--- src/rtl/bcd_scan4_pkg.sv ---
// Shared constants and helpers for the 4-digit BCD
// counter with multiplexed display scan.
package bcd_scan4_pkg;

  localparam int NUM_DIGITS = 4;
  localparam logic [3:0] BCD_MAX = 4'd9;
  localparam logic [3:0] BLANK_CODE = 4'b1111;

  function automatic logic [NUM_DIGITS-1:0] onehot(
    input logic [1:0] idx
  );
    return NUM_DIGITS'(1) << idx;
  endfunction

endpackage

--- src/rtl/bcd_scan4_digit.sv ---
// One decade counter stage; carry-out is combinational so
// a full-chain ripple settles within a single cycle.
module bcd_digit
  import bcd_scan4_pkg::*;
(
  input  logic       clk,
  input  logic       rst_n,
  input  logic       clr_i,
  input  logic       cin_i,
  output logic [3:0] digit_o,
  output logic       cout_o
);

  logic [3:0] dig_q;
  logic [3:0] dig_d;
  logic       at_max;

  assign at_max  = (dig_q == BCD_MAX);
  assign cout_o  = cin_i & at_max;
  assign digit_o = dig_q;

  always_comb begin
    dig_d = dig_q;
    if (clr_i) begin
      dig_d = 4'd0;
    end else if (cin_i) begin
      dig_d = at_max ? 4'd0 : dig_q + 4'd1;
    end
  end

  always_ff @(posedge clk or negedge rst_n) begin
    if (!rst_n) begin
      dig_q <= 4'd0;
    end else begin
      dig_q <= dig_d;
    end
  end

endmodule

--- src/rtl/bcd_scan4.sv ---
// 4-digit BCD event counter with sticky wrap flag and a
// time-multiplexed, leading-zero-blanked digit scan.
module bcd_scan4
  import bcd_scan4_pkg::*;
#(
  parameter int SCAN_DIV = 50000
) (
  input  logic                  clk,
  input  logic                  rst_n,
  input  logic                  inc,
  input  logic                  clr,
  output logic [3:0]            cntl,
  output logic [NUM_DIGITS-1:0] dig_en,
  output logic                  ovf
);

  localparam int PW = $clog2(SCAN_DIV);
  localparam logic [PW-1:0] PS_MAX = PW'(SCAN_DIV - 1);

  logic [NUM_DIGITS-1:0][3:0] dig;
  logic [NUM_DIGITS:0]        carry;

  assign carry[0] = inc;

  for (genvar g = 0; g < NUM_DIGITS; g++) begin : g_dig
    bcd_digit u_dig (
      .clk     (clk),
      .rst_n   (rst_n),
      .clr_i   (clr),
      .cin_i   (carry[g]),
      .digit_o (dig[g]),
      .cout_o  (carry[g+1])
    );
  end

  logic [PW-1:0] presc_q;
  logic [PW-1:0] presc_d;
  logic [1:0]    sel_q;
  logic [1:0]    sel_d;
  logic          ovf_q;
  logic          ovf_d;
  logic          tick;

  assign tick = (presc_q == PS_MAX);

  always_comb begin
    presc_d = tick ? '0 : presc_q + PW'(1);
    sel_d   = tick ? sel_q + 2'd1 : sel_q;
    ovf_d   = clr ? 1'b0 : (ovf_q | carry[NUM_DIGITS]);
  end

  always_ff @(posedge clk or negedge rst_n) begin
    if (!rst_n) begin
      presc_q <= '0;
      sel_q   <= 2'd0;
      ovf_q   <= 1'b0;
    end else begin
      presc_q <= presc_d;
      sel_q   <= sel_d;
      ovf_q   <= ovf_d;
    end
  end

  // A digit is blank only when it and every higher digit are zero.
  logic [NUM_DIGITS-1:0] zero;
  logic [NUM_DIGITS-1:0] blank;

  always_comb begin
    for (int k = 0; k < NUM_DIGITS; k++) begin
      zero[k] = (dig[k] == 4'd0);
    end
    blank[3] = zero[3];
    blank[2] = &zero[3:2];
    blank[1] = &zero[3:1];
    blank[0] = 1'b0;
  end

  assign dig_en = onehot(sel_q);
  assign cntl   = blank[sel_q] ? BLANK_CODE : dig[sel_q];
  assign ovf    = ovf_q;

endmodule

--- config.mk ---
export PLATFORM = sky130hd
export DESIGN_NAME = bcd_scan4
export DESIGN_NICKNAME = d
export VERILOG_FILES = /design/src/rtl/bcd_scan4_pkg.sv /design/src/rtl/bcd_scan4_digit.sv /design/src/rtl/bcd_scan4.sv
export SDC_FILE = /design/constraint.sdc
export NUM_CORES = 1
export LEC_CHECK = 0
export ABC_AREA = 0
export CAP_MARGIN = 20
export CELL_PAD_IN_SITES_DETAIL_PLACEMENT = 1
export CELL_PAD_IN_SITES_GLOBAL_PLACEMENT = 1
export CORE_ASPECT_RATIO = 1.75
export CORE_UTILIZATION = 30
export CTS_CLUSTER_SIZE = 40
export DETAILED_ROUTE_END_ITERATION = 8
export PLACE_DENSITY_LB_ADDON = 0.1
export REMOVE_ABC_BUFFERS = 1
export SLEW_MARGIN = 5
export SYNTH_ARGS = -nofsm -noshare
export SYNTH_HDL_FRONTEND = slang
export SYNTH_SLANG_ARGS = --single-unit
--- constraint.sdc ---
create_clock -name clk -period 2.2 [get_ports clk]
set_input_delay 0.44 -clock clk [delete_from_list [all_inputs] [get_ports clk]]
set_output_delay 0.44 -clock clk [all_outputs]
set_load 0.02 [all_outputs]
* Word-level counts from Yosys, hierarchy flattened *
Cells that the tools add are included.

operators by class
  $add $sub $neg = 6
  $mul = 0
  div/mod/pow operators = 0
  magnitude comparators = 1
  equal/unequal tests = 5
  shifts and indexed selects = 1
  multiplexer cells = 19
  bitwise logic cells = 5
  reductions and logical operators = 9

operators with widths
  operator                                                    count
  2-to-1 mux 4 bit                                            14
  adder 16 x 1 -> 16 bit, second input constant               1
  adder 4 x 1 -> 4 bit, second input constant                 4
  == test 16 bit, second input constant                       1
  == test 4 bit, second input constant                        4
  2-to-1 mux 16 bit                                           1
  zero test 4 bit                                             3
  binary-select mux 4 bit (select 2 bit)                      1
  nonzero test 2 bit                                          4
  bitwise AND 1 bit                                           4
  left shift 1 x 2 -> 4 bit, first input constant             1
  less-than comparator 2 x 3 -> 1 bit, second input constant  1
  AND reduction 3 bit                                         1
  adder 2 x 1 -> 2 bit, second input constant                 1
  binary-select mux 1 bit (select 2 bit)                      1
  2-to-1 mux 1 bit                                            2
  AND reduction 2 bit                                         1
  bitwise OR 1 bit                                            1

word-level totals
  register bits = 35
  bits in latches = 0
  memory bits (writable) = 0
  bits in read-only memories = 0
  input port bits = 4
  output and inout port bits = 9
  word-level logic and storage cells = 53
  memories kept = 0

* Logic depth before layout (Yosys ltp) *
Gate-level depths: netlist of the first run.

  depth after elaboration = 7
  depth in mapped cells = 6
  gate-level depth less buffers = 6

* Cells and area by module *
Synthesis of the first run repeated with hierarchy kept, for this count alone.

second synthesis, totals
  cells, all modules = 200
  area total of the unflattened synthesis = 2048.2 um^2

modules (own cells, without submodules)
  module     times used  cells each  area each (um^2)  seq. area each (um^2)
  bcd_scan4  1           96          1082.3            475.5
  bcd_digit  4           26          241.5             100.1

* Least setup slack after synthesis of the first run *
Ideal clock, no wire load.

  path type = register -> output
  start point = reg sel_q[0]
  end point = out cntl[0]
  arrival = 1.470 ns
  data required time = 1.760 ns
  setup slack = 0.290 ns
  cell stages (with the launch flop) = 4
  path through = dfrtp_1 clkbuf_1 mux4_2 or2_2

between the ends
  longest elaborated chain between the ends = 3
  elaborated cells on any way between the ends = 5

ends and longest elaborated chain
  item                                                                                              line             RTL
  from (decl)                                                                                       bcd_scan4.sv:38  logic [1:0] sel_q;
  from (signal assigned)                                                                            bcd_scan4.sv:59  sel_q <= sel_d;
  binary-select mux 4 bit (select 2 bit) or binary-select mux 1 bit (select 2 bit) (tied branches)  bcd_scan4.sv:79  assign cntl = blank[sel_q] ? BLANK_CODE : dig[sel_q];
  2-to-1 mux 4 bit (implied by the code) or 2-to-1 mux 1 bit (tied branches)                        bcd_scan4.sv:79
  2-to-1 mux 4 bit *                                                                                bcd_scan4.sv:79
  to (decl)                                                                                         bcd_scan4.sv:12  output logic [3:0] cntl,

Mark *: on every way between the ends. The rest lies on a longest branch, timed or not. The select of a mux whose other input is x is not followed.

* Worst setup path after layout of the first run *
  start point = reg g_dig[1].u_dig.dig_q[0]
  end point = out cntl[0]

between the ends
  longest elaborated chain between the ends = 5
  elaborated cells on any way between the ends = 7

ends and longest elaborated chain
  item                                    line                   RTL
  from (decl)                             bcd_scan4_digit.sv:14  logic [3:0] dig_q;
  from (signal assigned)                  bcd_scan4_digit.sv:35  dig_q <= dig_d;
  zero test 4 bit                         bcd_scan4.sv:70        zero[k] = (dig[k] == 4'd0);
  AND reduction 3 bit                     bcd_scan4.sv:74        blank[1] = &zero[3:1];
  binary-select mux 1 bit (select 2 bit)  bcd_scan4.sv:79
  2-to-1 mux 1 bit (implied by the code)  bcd_scan4.sv:79
  2-to-1 mux 4 bit *                      bcd_scan4.sv:79

Marked as above.

==> results.md, run 1 <==
* # diodes at 0
* Fin crit share at between 90 and 100%
* Crit path time final at 2.136 ns
* Clock sinks at 35
* Ys flop type: dfrtp_1
* Achievable frequency at 468.1 MHz
* HP Class: reg -> reg
* Largest fanout on the critical path at 3
* Core Util, Final at 39.94%
* Setup Viol. Count Final at 0
* Critical Path RT at 1.76 ns
* Layout area overhead at 26.99%
* DRT Wirelength at 5.959 mm
* Post-Layout Cell Count at 336
* Vias per cell at 5.125
* EDFF count, synth at 0
* Most frequent cell after synthesis: dfrtp_1
* CP peak stage delay at about 0.43 ns
* Post-synth ARST share at 100.0%
* Core area at 6588 um^2
* Tot Pwr at 1.489 mW
* Power per cell area at 566.0 nW/um^2
* CP Class: reg -> out
* DR DRC count at 0
* Filler cells at 757
* First DRT Iteration DRCs at 69
* Cell variety after synth at 44
* First-pass DRT Iterations at 4
* Num CTS Buffers at 5
* Setup ws final at between 0.06 and 0.07 ns
* First-pass GRT wire length at between 9 and 10 mm
* Site row count at 39
* Yosys reg bits at 35
* RSZ-0062 raised after global routing: false
* CP arrival at 1.70 ns
* Final layout net count at 273
* Cts hold-fix bufs at 0
* Area of all placed cells without fillers at around 2600 um^2
* Largest net degree at the start of global routing at 36
* GPL Wtd Cong at approximately 0.82
* Worst-margin pin slew at 0.5054 ns
* Placed cell areas at 2469 um^2
* DP HPWL at 4.580 mm
* Leak Pwr at about 1.2 nW
* Worst-case clock buffer depth at 2
* Buffers on Ports at 12
* Final hold slack at slightly above 0.5 ns
* Num ports at 13
* Mean Syn Cell Area at 9.820 um^2
* Root buf cell: clkbuf_16
* ANT nets after route at 0
* Synth top area share at 42.27%
* Startpoint Class: flop
* YS warnings at 0
* Area contributors post-synth: dfrtp_1 (42%), ha_1 (9.7%), mux4_2 (4.3%)
* DP Cell Count at about 330
* Die area at 7256 um^2
* Vias in the first global route at 1989
* CTS tree: yes
* Setup crit end kind: output pin
* Post-synthesis cell count at between 200 and 250
* Slowest library cell on the worst path: mux4_2
* Clk slew on worst S/H paths at 0.06 ns
* All-Layer GR Usage at between 10% and 20%
* Drt wl/cell at 17.74 um
* Place WS at -0.05790 ns
* Synth Cell Area at around 2100 um^2
* Sequential share of the synthesized area at 42.27%
* Worst-path cell chain: buf_4 > mux4_2 > or2_2 > buf_2
* DIE HEIGHT at 111.9 um
* CTS H-tree depth at 2
* Total grt overflow at 0
* Layout Skew at 0.006822 ns
* Layout cells sized above 1 at 22.05%
* Number of max-cap violations at 0
* Most frequent cells after synthesis: dfrtp_1 (35), nor2_1 (24), nand2_1 (19)
* Run status: complete, no violations
* Worst skew pair latency at 0.29 ns
* Fin. max-slew vios at 0
* Fin Setup TNS at 0 ns
* Relative slew slack at between 60 and 70%
* Initial core utilization at between 30% and 40%
* Die W at ~65 um
* Vias at ~1700
* Area leader, netlist: dfrtp_1
* Initial antenna violation count at 0
* Peak VDD IR at 0.3667 mV
* Final Hold Viols at 0
-- power by group --
group	switching [mW]	leakage (nW)	internal, mW
clock	0.279	0.0772	0.483
combinational	0.0469	0.699	0.0289
sequential	0.00399	0.471	0.648
-- worst paths after layout --
check | from | to | slack, ns | cells past startpoint
setup / recovery | g_dig[1].u_dig.digit_o[0]$_DFFE_PN0P_ | cntl[0] | 0.06 | 4
hold / removal | presc_q[13]$_DFF_PN0_ | presc_q[13]$_DFF_PN0_ | 0.50 | 1
setup reg to reg | g_dig[0].u_dig.digit_o[1]$_DFFE_PN0P_ | g_dig[2].u_dig.digit_o[2]$_DFFE_PN0P_ | 0.29 | 6
hold reg to reg | presc_q[13]$_DFF_PN0_ | presc_q[13]$_DFF_PN0_ | 0.50 | 1
max in group asynchronous | rst_n | sel_q[0]$_DFFE_PN0N_ | 1.22 | 2
min in group asynchronous | rst_n | g_dig[0].u_dig.digit_o[1]$_DFFE_PN0P_ | 0.58 | 2
-- flip-flops by register name, summed over array words and instances, names as in the netlist --
register             cells
sel_q                    2
g_dig.u_dig.digit_o     16
ovf                      1
presc_q                 16
-- area by class of cell --
type	instances	area (um^2)	area share [%]
Multi-Input combinational cell	157	1129	42.89
Timing Repair Buffer	41	317.8	12.08
Clock buffer	8	156.4	5.944
Inverter	13	48.80	1.854
Tap cell	82	102.6	3.899
Sequential cell	35	877.1	33.33
-- worst max-delay path, delay by kind of cell (launching register included) --
family / cells / cell delay, ns
buf+inv: 2 / 0.30
flops: 1 / 0.40
mux: 1 / 0.43
simple gates: 1 / 0.28
-- cell usage in the layout, fill, tap and decap left out, types with 2 or more instances in the layout --
cell | netlist | routed
dlygate4sd2_1 | 0 | 2
and4b_1 | 2 | 2
mux4_2 | 4 | 4
o21ai_0 | 8 | 8
xnor2_1 | 8 | 8
inv_1 | 13 | 13
a21oi_1 | 8 | 8
nand2_1 | 19 | 19
nand4_1 | 3 | 3
nand3_1 | 13 | 13
xor2_1 | 8 | 8
nor2_1 | 24 | 24
a211oi_1 | 3 | 3
clkbuf_16 | 0 | 5
nand3b_1 | 2 | 2
buf_4 | 1 | 29
a31oi_1 | 2 | 2
mux2i_1 | 2 | 2
dfrtp_1 | 35 | 34
nor3_1 | 6 | 5
buf_2 | 1 | 3
and3b_1 | 2 | 2
clkbuf_8 | 0 | 2
or2_2 | 3 | 3
clkdlybuf4s50_1 | 0 | 5
or4_1 | 2 | 2
ha_1 | 16 | 16
nor4_1 | 3 | 3
-- layer usage --
| layer | wire length [um] | GRT usage (%) |
|---|---|---|
| met1 | 2219 | 17.15 |
| met3 | 131 | 3.484 |
| met4 | 129 | 7.704 |
| met2 | 3478 | 36.32 |
| met5 | 0 | 0 |
-- cells by family (layout without fill, tap and decap cells) --
group	after synthesis	after routing	share of synthesized area [%]
buffers and inverters	19	62	3.744
multiplexers	7	7	5.858
AND/OR/NAND/NOR	90	90	23.31
AO/OA/AOI/OAI	28	28	8.394
XOR/XNOR	16	16	6.764
adder cells (fa/ha/maj)	16	16	9.662
flip-flops	35	35	42.27
-- what timing repair did --
action,CTS,global route
resized for setup,19,2
setup buffers,1,1
setup endpoints to repair,6,5
(Power assumes the default switching activity.)
==> run 2, diff against run 1 <==
- SLEW_MARGIN: 5 -> 40
==> results of run 2 <==
Final layout, timing and power as in run 1 (identical DEF).
